[src/rtl/df_pkg.sv]
// df_pkg: encodings shared by the filter core, the configuration controller and the top.
// Rev 1.0 - initial release.
`default_nettype none

package df_pkg;

  typedef enum logic [1:0] {
    ST_FLUSH  = 2'd0,
    ST_SETTLE = 2'd1,
    ST_RUN    = 2'd2
  } df_state_e;

  localparam logic [1:0] WG_0125 = 2'b00;
  localparam logic [1:0] WG_0375 = 2'b01;
  localparam logic [1:0] WG_0625 = 2'b10;
  localparam logic [1:0] WG_0875 = 2'b11;

  localparam logic FLT_LP = 1'b0;
  localparam logic FLT_HP = 1'b1;

  localparam int UIO_EN  = 3;
  localparam int UIO_HP  = 2;
  localparam int UIO_WG1 = 1;
  localparam int UIO_WG0 = 0;

endpackage

`default_nettype wire

[src/rtl/df_cfg_ctrl_if.sv]
// df_cfg_ctrl_if: uio-side configuration inputs and filter-core control outputs of df_cfg_ctrl.
// Rev 1.0 - initial release.
`default_nettype none

interface df_cfg_ctrl_if;
  logic       ena;
  logic       cfg_en_i;
  logic       cfg_hp_i;
  logic [1:0] cfg_wg_i;
  logic       sample_tick_i;
  logic       hp_o;
  logic [1:0] wg_o;
  logic       flt_clr_o;
  logic       flt_run_o;
  logic       out_valid_o;
  logic       busy_o;

  modport master (
    output ena, cfg_en_i, cfg_hp_i, cfg_wg_i, sample_tick_i,
    input  hp_o, wg_o, flt_clr_o, flt_run_o, out_valid_o, busy_o
  );

  modport slave (
    input  ena, cfg_en_i, cfg_hp_i, cfg_wg_i, sample_tick_i,
    output hp_o, wg_o, flt_clr_o, flt_run_o, out_valid_o, busy_o
  );
endinterface

`default_nettype wire

[src/rtl/df_sync2.sv]
// df_sync2: WIDTH-bit two-flop synchroniser, asynchronous active-low reset to zero.
// Rev 1.0 - initial release.
`default_nettype none

module df_sync2 #(
  parameter int WIDTH = 4
) (
  input  wire logic             clk,
  input  wire logic             rst_n,
  input  wire logic [WIDTH-1:0] din,
  output logic      [WIDTH-1:0] dout
);

  logic [WIDTH-1:0] r_s1;
  logic [WIDTH-1:0] r_s2;

  always_ff @(posedge clk or negedge rst_n) begin
    if (!rst_n) begin
      r_s1 <= '0;
      r_s2 <= '0;
    end else begin
      r_s1 <= din;
      r_s2 <= r_s1;
    end
  end

  assign dout = r_s2;

endmodule

`default_nettype wire

[src/rtl/df_cfg_ctrl.sv]
// df_cfg_ctrl: synchronises the uio config strobe, flushes and settles the filter, gates its update enable.
// Rev 1.0 - initial release.
`default_nettype none

module df_cfg_ctrl
  import df_pkg::*;
#(
  parameter int FLUSH_CYCLES   = 2,
  parameter int SETTLE_SAMPLES = 8,
  parameter int CNT_W          = 8
) (
  input  wire logic   clk,
  input  wire logic   rst_n,
  df_cfg_ctrl_if.slave bus
);

  localparam logic [CNT_W-1:0] C_FLUSH  = CNT_W'(FLUSH_CYCLES);
  localparam logic [CNT_W-1:0] C_SETTLE = CNT_W'(SETTLE_SAMPLES);
  localparam logic [CNT_W-1:0] C_ONE    = CNT_W'(1);

  logic [3:0]       w_cfg_raw;
  logic [3:0]       w_cfg_sync;
  logic             r_en_d;
  logic             w_req;

  df_state_e        r_state;
  df_state_e        w_state_nxt;
  logic [CNT_W-1:0] r_cnt;
  logic [CNT_W-1:0] w_cnt_nxt;
  logic             r_hp;
  logic             w_hp_nxt;
  logic [1:0]       r_wg;
  logic [1:0]       w_wg_nxt;

  assign w_cfg_raw[UIO_EN]  = bus.cfg_en_i;
  assign w_cfg_raw[UIO_HP]  = bus.cfg_hp_i;
  assign w_cfg_raw[UIO_WG1] = bus.cfg_wg_i[1];
  assign w_cfg_raw[UIO_WG0] = bus.cfg_wg_i[0];

  df_sync2 #(.WIDTH(4)) u_sync (
    .clk  (clk),
    .rst_n(rst_n),
    .din  (w_cfg_raw),
    .dout (w_cfg_sync)
  );

  // Edge history keeps running while ena=0 so a strobe seen then is consumed, not deferred.
  always_ff @(posedge clk or negedge rst_n) begin
    if (!rst_n) r_en_d <= 1'b0;
    else        r_en_d <= w_cfg_sync[UIO_EN];
  end

  assign w_req = w_cfg_sync[UIO_EN] & ~r_en_d;

  always_ff @(posedge clk or negedge rst_n) begin
    if (!rst_n) begin
      r_state <= ST_FLUSH;
      r_cnt   <= C_FLUSH;
      r_hp    <= FLT_LP;
      r_wg    <= WG_0125;
    end else begin
      r_state <= w_state_nxt;
      r_cnt   <= w_cnt_nxt;
      r_hp    <= w_hp_nxt;
      r_wg    <= w_wg_nxt;
    end
  end

  always_comb begin
    w_state_nxt = r_state;
    w_cnt_nxt   = r_cnt;
    w_hp_nxt    = r_hp;
    w_wg_nxt    = r_wg;
    if (bus.ena) begin
      if (w_req) begin
        w_state_nxt = ST_FLUSH;
        w_cnt_nxt   = C_FLUSH;
        w_hp_nxt    = w_cfg_sync[UIO_HP];
        w_wg_nxt    = {w_cfg_sync[UIO_WG1], w_cfg_sync[UIO_WG0]};
      end else begin
        unique case (r_state)
          ST_FLUSH: begin
            // <= rather than == so a zero count can never wrap.
            if (r_cnt <= C_ONE) begin
              w_state_nxt = (SETTLE_SAMPLES == 0) ? ST_RUN : ST_SETTLE;
              w_cnt_nxt   = C_SETTLE;
            end else begin
              w_cnt_nxt   = r_cnt - C_ONE;
            end
          end
          ST_SETTLE: begin
            if (bus.sample_tick_i) begin
              if (r_cnt <= C_ONE) w_state_nxt = ST_RUN;
              else                w_cnt_nxt   = r_cnt - C_ONE;
            end
          end
          ST_RUN: begin
            w_state_nxt = ST_RUN;
          end
          default: begin
            w_state_nxt = ST_FLUSH;
            w_cnt_nxt   = C_FLUSH;
          end
        endcase
      end
    end
  end

  assign bus.hp_o        = r_hp;
  assign bus.wg_o        = r_wg;
  assign bus.flt_clr_o   = bus.ena & (r_state == ST_FLUSH);
  assign bus.flt_run_o   = bus.ena & (r_state != ST_FLUSH) & bus.sample_tick_i;
  assign bus.out_valid_o = (r_state == ST_RUN);
  assign bus.busy_o      = (r_state != ST_RUN);

endmodule

`default_nettype wire
[src/flat_wrapper.sv]
// flat-port wrapper written by rule: the top's interface ports become plain ports
module df_cfg_ctrl_flat import df_pkg::*;
#(
  parameter int FLUSH_CYCLES   = 2,
  parameter int SETTLE_SAMPLES = 8,
  parameter int CNT_W          = 8
)
  (clk, rst_n, bus_ena, bus_cfg_en_i, bus_cfg_hp_i, bus_cfg_wg_i, bus_sample_tick_i, bus_hp_o, bus_wg_o, bus_flt_clr_o, bus_flt_run_o, bus_out_valid_o, bus_busy_o);
  df_cfg_ctrl_if bus_i ();
  input  wire logic clk;
  input  wire logic rst_n;
  input wire logic [$bits(bus_i.ena)-1:0] bus_ena;
  input wire logic [$bits(bus_i.cfg_en_i)-1:0] bus_cfg_en_i;
  input wire logic [$bits(bus_i.cfg_hp_i)-1:0] bus_cfg_hp_i;
  input wire logic [$bits(bus_i.cfg_wg_i)-1:0] bus_cfg_wg_i;
  input wire logic [$bits(bus_i.sample_tick_i)-1:0] bus_sample_tick_i;
  output wire logic [$bits(bus_i.hp_o)-1:0] bus_hp_o;
  output wire logic [$bits(bus_i.wg_o)-1:0] bus_wg_o;
  output wire logic [$bits(bus_i.flt_clr_o)-1:0] bus_flt_clr_o;
  output wire logic [$bits(bus_i.flt_run_o)-1:0] bus_flt_run_o;
  output wire logic [$bits(bus_i.out_valid_o)-1:0] bus_out_valid_o;
  output wire logic [$bits(bus_i.busy_o)-1:0] bus_busy_o;
  assign bus_i.ena = bus_ena;
  assign bus_i.cfg_en_i = bus_cfg_en_i;
  assign bus_i.cfg_hp_i = bus_cfg_hp_i;
  assign bus_i.cfg_wg_i = bus_cfg_wg_i;
  assign bus_i.sample_tick_i = bus_sample_tick_i;
  assign bus_hp_o = bus_i.hp_o;
  assign bus_wg_o = bus_i.wg_o;
  assign bus_flt_clr_o = bus_i.flt_clr_o;
  assign bus_flt_run_o = bus_i.flt_run_o;
  assign bus_out_valid_o = bus_i.out_valid_o;
  assign bus_busy_o = bus_i.busy_o;
  df_cfg_ctrl #(.FLUSH_CYCLES(FLUSH_CYCLES), .SETTLE_SAMPLES(SETTLE_SAMPLES), .CNT_W(CNT_W)) u_core (.clk(clk), .rst_n(rst_n), .bus(bus_i));
endmodule
[config.mk]
export PLATFORM = sky130hd
export DESIGN_NAME = df_cfg_ctrl_flat
export DESIGN_NICKNAME = d
export VERILOG_FILES = /design/src/rtl/df_pkg.sv /design/src/rtl/df_cfg_ctrl_if.sv /design/src/rtl/df_sync2.sv /design/src/rtl/df_cfg_ctrl.sv /design/src/flat_wrapper.sv
export SDC_FILE = /design/constraint.sdc
export NUM_CORES = 1
export LEC_CHECK = 0
export BUFFER_PORTS_ARGS = -buffer_cell sky130_fd_sc_hd__buf_4
export CORE_ASPECT_RATIO = 1.25
export CORE_MARGIN = 10
export CORE_UTILIZATION = 50
export CTS_BUF_LIST = sky130_fd_sc_hd__clkbuf_8
export DETAILED_ROUTE_END_ITERATION = 6
export PLACE_DENSITY_LB_ADDON = 0.12
export SLEW_MARGIN = 20
export SYNTH_ARGS = -nofsm -noshare
export SYNTH_HDL_FRONTEND = slang
export SYNTH_SLANG_ARGS = --single-unit
[constraint.sdc]
create_clock -name clk -period 4.4 [get_ports clk]
set_input_delay 0.44 -clock clk [delete_from_list [all_inputs] [get_ports clk]]
set_output_delay 0.44 -clock clk [all_outputs]
set_load 0.01 [all_outputs]
==> run_results.csv <==
group,metric,value,unit
status,status,"completed",
setup_path,required,4.60,ns
clock_network,clock_latency,0.26,ns
sta,drv_slew,0,
die,die-area,4500,um^2
detailed_routing,drc,0,
die,coreArea,2050,um^2
clock_network,ctsLongestPathBuffers,2,
setup_path,r2r_setup_slack,2.15,ns
global_routing,grt_pass1_vias,780,
sta,max_freq,444,MHz
hold_path,hold_class,"primary input to asynchronous set/reset pin",
cells_and_area,final_cells,143,
clock_network,cts_tree,"done",
place,place_area,1220,um^2
detailed_routing,drtIter0Drc,24,
synthesis,ys.flop_type,"dfrtp_1",
pwr,p_leak,0.581,nW
place,numPortBuffers,14,
global_routing,grt-ovfl-total,0,
cells_and_area,nets,127,
die,die_h,72.5,um
synthesis,syn_nets,110,
detailed_routing,via_count,769,
sta,tightest_slew,0.615,ns
synthesis,syn_avg_cell_area,11.4,um^2
global_routing,grt_pass1_wl,3.46,mm
synthesis,ys_warn_count,0,
job,cap_violations,0,
synthesis,synth.distinct_cells,41,
synthesis,ys_ff_latch,22,
setup_path,crit_path_end_kind,"flip-flop",
sta,rsz0062_at_grt,"no",
detailed_routing,final_antenna_net_count,0,
synthesis,syn-cell-area,1100,um^2
cells_and_area,antenna_cells,0,
sta,hold_viol_final,0,
die,pin_count,15,
clock_network,postCtsHoldBufs,0,
clock_network,cts_repair_resize_count,0,
cells_and_area,drive_gt1_share,28.3,%
synthesis,synth-edff-count,0,
clock_network,cts_root_buffer,"clkbuf_8",
detailed_routing,drt-wirelength-per-cell,13.8,um
cells_and_area,area_delta_synth_final,17.3,%
setup_path,critPathKind,"flip-flop to flip-flop",
setup_path,arrival,2.45,ns
sta,fin_crit_sh,51.2,%
sta,setup_viol,0,
sta,fin_setup_tns,0,ns
clock_network,cts.clk_slew.worst_paths,0.07,ns
setup_path,worstPathMaxFanout,7,
pwr,power.density,689,nW/um^2
clock_network,htree_levels,1,
detailed_routing,dr.pass1.iters,4,
place,dp.cells,139,
clock_network,cts_buffers,3,
die,num_rows,18,
pwr,ir_worst_vdd,0.440,mV
cells_and_area,finalInstanceArea,1290,um^2
synthesis,yosysSeqAreaShare,50.0,%
clock_network,postCtsSetupBuffers,0,
synthesis,synth-async-reset-ratio,100,%
pwr,total_power,892,uW
global_routing,antenna_found_initial,0,
global_routing,grt_max_degree,23,
clock_network,cts_sinks,22,
setup_path,r2r_cells,6,
detailed_routing,vias_per_cell,5.38,
place,place.gp.congestion,0.895,
sta,slew_headroom,58.8,%
synthesis,syn_inst,97,
sta,skew,0.00188,ns
die,die_x,62.0,um
global_routing,grt_util_all_layers,10.3,%
sta,layout_min_cycle_time,2.25,ns
detailed_routing,drt-total-wl,1.98,mm
setup_path,r2r_end,"u_core.r_cnt[1]$_DFFE_PN1P_",
setup_path,start_kind,"flip-flop",
place,hpwlAfterDp,1.56,mm
die,start_util,53.8,%
setup_path,regToRegStartpoint,"u_core.r_cnt[1]$_DFFE_PN1P_",
[cells by family (layout without fill, tap and decap cells)]
logic type | Yosys count | count (layout) | share of synthesized area [%]
AOI/OAI and AO/OA | 19 | 19 | 13.8
xor gates and xnor gates | 1 | 1 | 0.794
adders and majority gates | 5 | 5 | 5.67
buffers and inverters | 12 | 28 | 5.44
DFF | 22 | 22 | 50.0
muxes | 6 | 6 | 5.90
and+or+nand+nor | 32 | 32 | 18.4
[Yosys cell counts (2+ instances only)]
master / instances / area (um^2)
a31oi_1: 3 / 18.8
buf_6: 2 / 22.5
dfrtp_1: 21 / 526
ha_1: 5 / 62.6
inv_1: 10 / 37.5
mux2_2: 4 / 45.0
mux2i_1: 2 / 20.0
nand2_1: 6 / 22.5
nand2b_1: 3 / 18.8
nand4_1: 2 / 12.5
nor2_1: 5 / 18.8
nor3_1: 2 / 10.0
nor4_1: 2 / 12.5
o21ai_0: 3 / 15.0
[critical path, cell delays in order, from the launching register on]
cell and delay, ns:
dfstp_2 0.58, inv_1 0.07, ha_1 0.23, nor2_1 0.29, nor4_4 0.10, a31oi_1 0.51
mux2_2 0.40
[where the power goes]
part	internal (mW)	switching, mW
Clock	0.122	0.0642
Sequential	0.255	0.0507
Combinational	0.179	0.221
Total	0.556	0.336
[cells in the final DEF, fill, tap and decap left out, drive strengths merged, types with 2 or more instances in the layout]
cell	Yosys	layout
dfrtp	21	21
buf	2	14
inv	10	10
nand2	6	6
nor2	5	5
ha	5	5
mux2	4	4
nor4	4	4
nand2b	3	3
a31oi	3	3
o21ai	3	3
clkbuf	0	3
nand4	2	2
mux2i	2	2
nor3	2	2
[final cells by class]
class                           count  area [um^2]
Clock inverter                      1         30.0
Timing Repair Buffer               14          105
Inverter                           10         37.5
Tap cell                           30         37.5
Clock buffer                        3         41.3
Multi-Input combinational cell     63          492
Sequential cell                    22          552
Fill cell                         165          754
[state kept, by name (all words and copies together) (netlist names)]
signal,flops
u_core.r_cnt,8
u_core.u_sync.dout,4
u_core.r_state,2
u_core.r_en_d,1
u_core.bus.hp_o,1
u_core.u_sync.r_s1,4
u_core.bus.wg_o,2
[per-layer routing]
metal / GRT usage (%) / part of all wire (%)
met1: 11.5 / 44
met2: 16.9 / 50
met3: 2.79 / 3.7
met4: 5.97 / 2.7
met5: 0 / 0
[per-stage QoR]
step | utilization [%] | worst slack, ns | hold WS (ns)
floorplan | - | 2.43 | 0.144
global placement | 59.7 | 2.22 | 0.332
detailed placement | 59.7 | 2.16 | 0.342
CTS | 63.2 | 2.15 | 0.0524
global route | 63.2 | 2.03 | 0.0552
finish | 63.2 | 2.15 | 0.0391
[how the worst max path moves through the flow]
stage / start / to / slack, ns
floorplan: u_core.r_cnt[1]$_DFFE_PN1P_ / u_core.r_cnt[1]$_DFFE_PN1P_ / 2.43
finish: u_core.r_cnt[1]$_DFFE_PN1P_ / u_core.r_cnt[1]$_DFFE_PN1P_ / 2.15
global route: u_core.r_cnt[1]$_DFFE_PN1P_ / u_core.r_cnt[1]$_DFFE_PN1P_ / 2.03
global placement: u_core.r_cnt[1]$_DFFE_PN1P_ / u_core.r_cnt[1]$_DFFE_PN1P_ / 2.22
CTS: u_core.r_cnt[1]$_DFFE_PN1P_ / u_core.r_cnt[1]$_DFFE_PN1P_ / 2.15
detailed placement: u_core.r_cnt[1]$_DFFE_PN1P_ / u_core.r_cnt[1]$_DFFE_PN1P_ / 2.16
No activity file was read; power rests on OpenSTA's default activity.
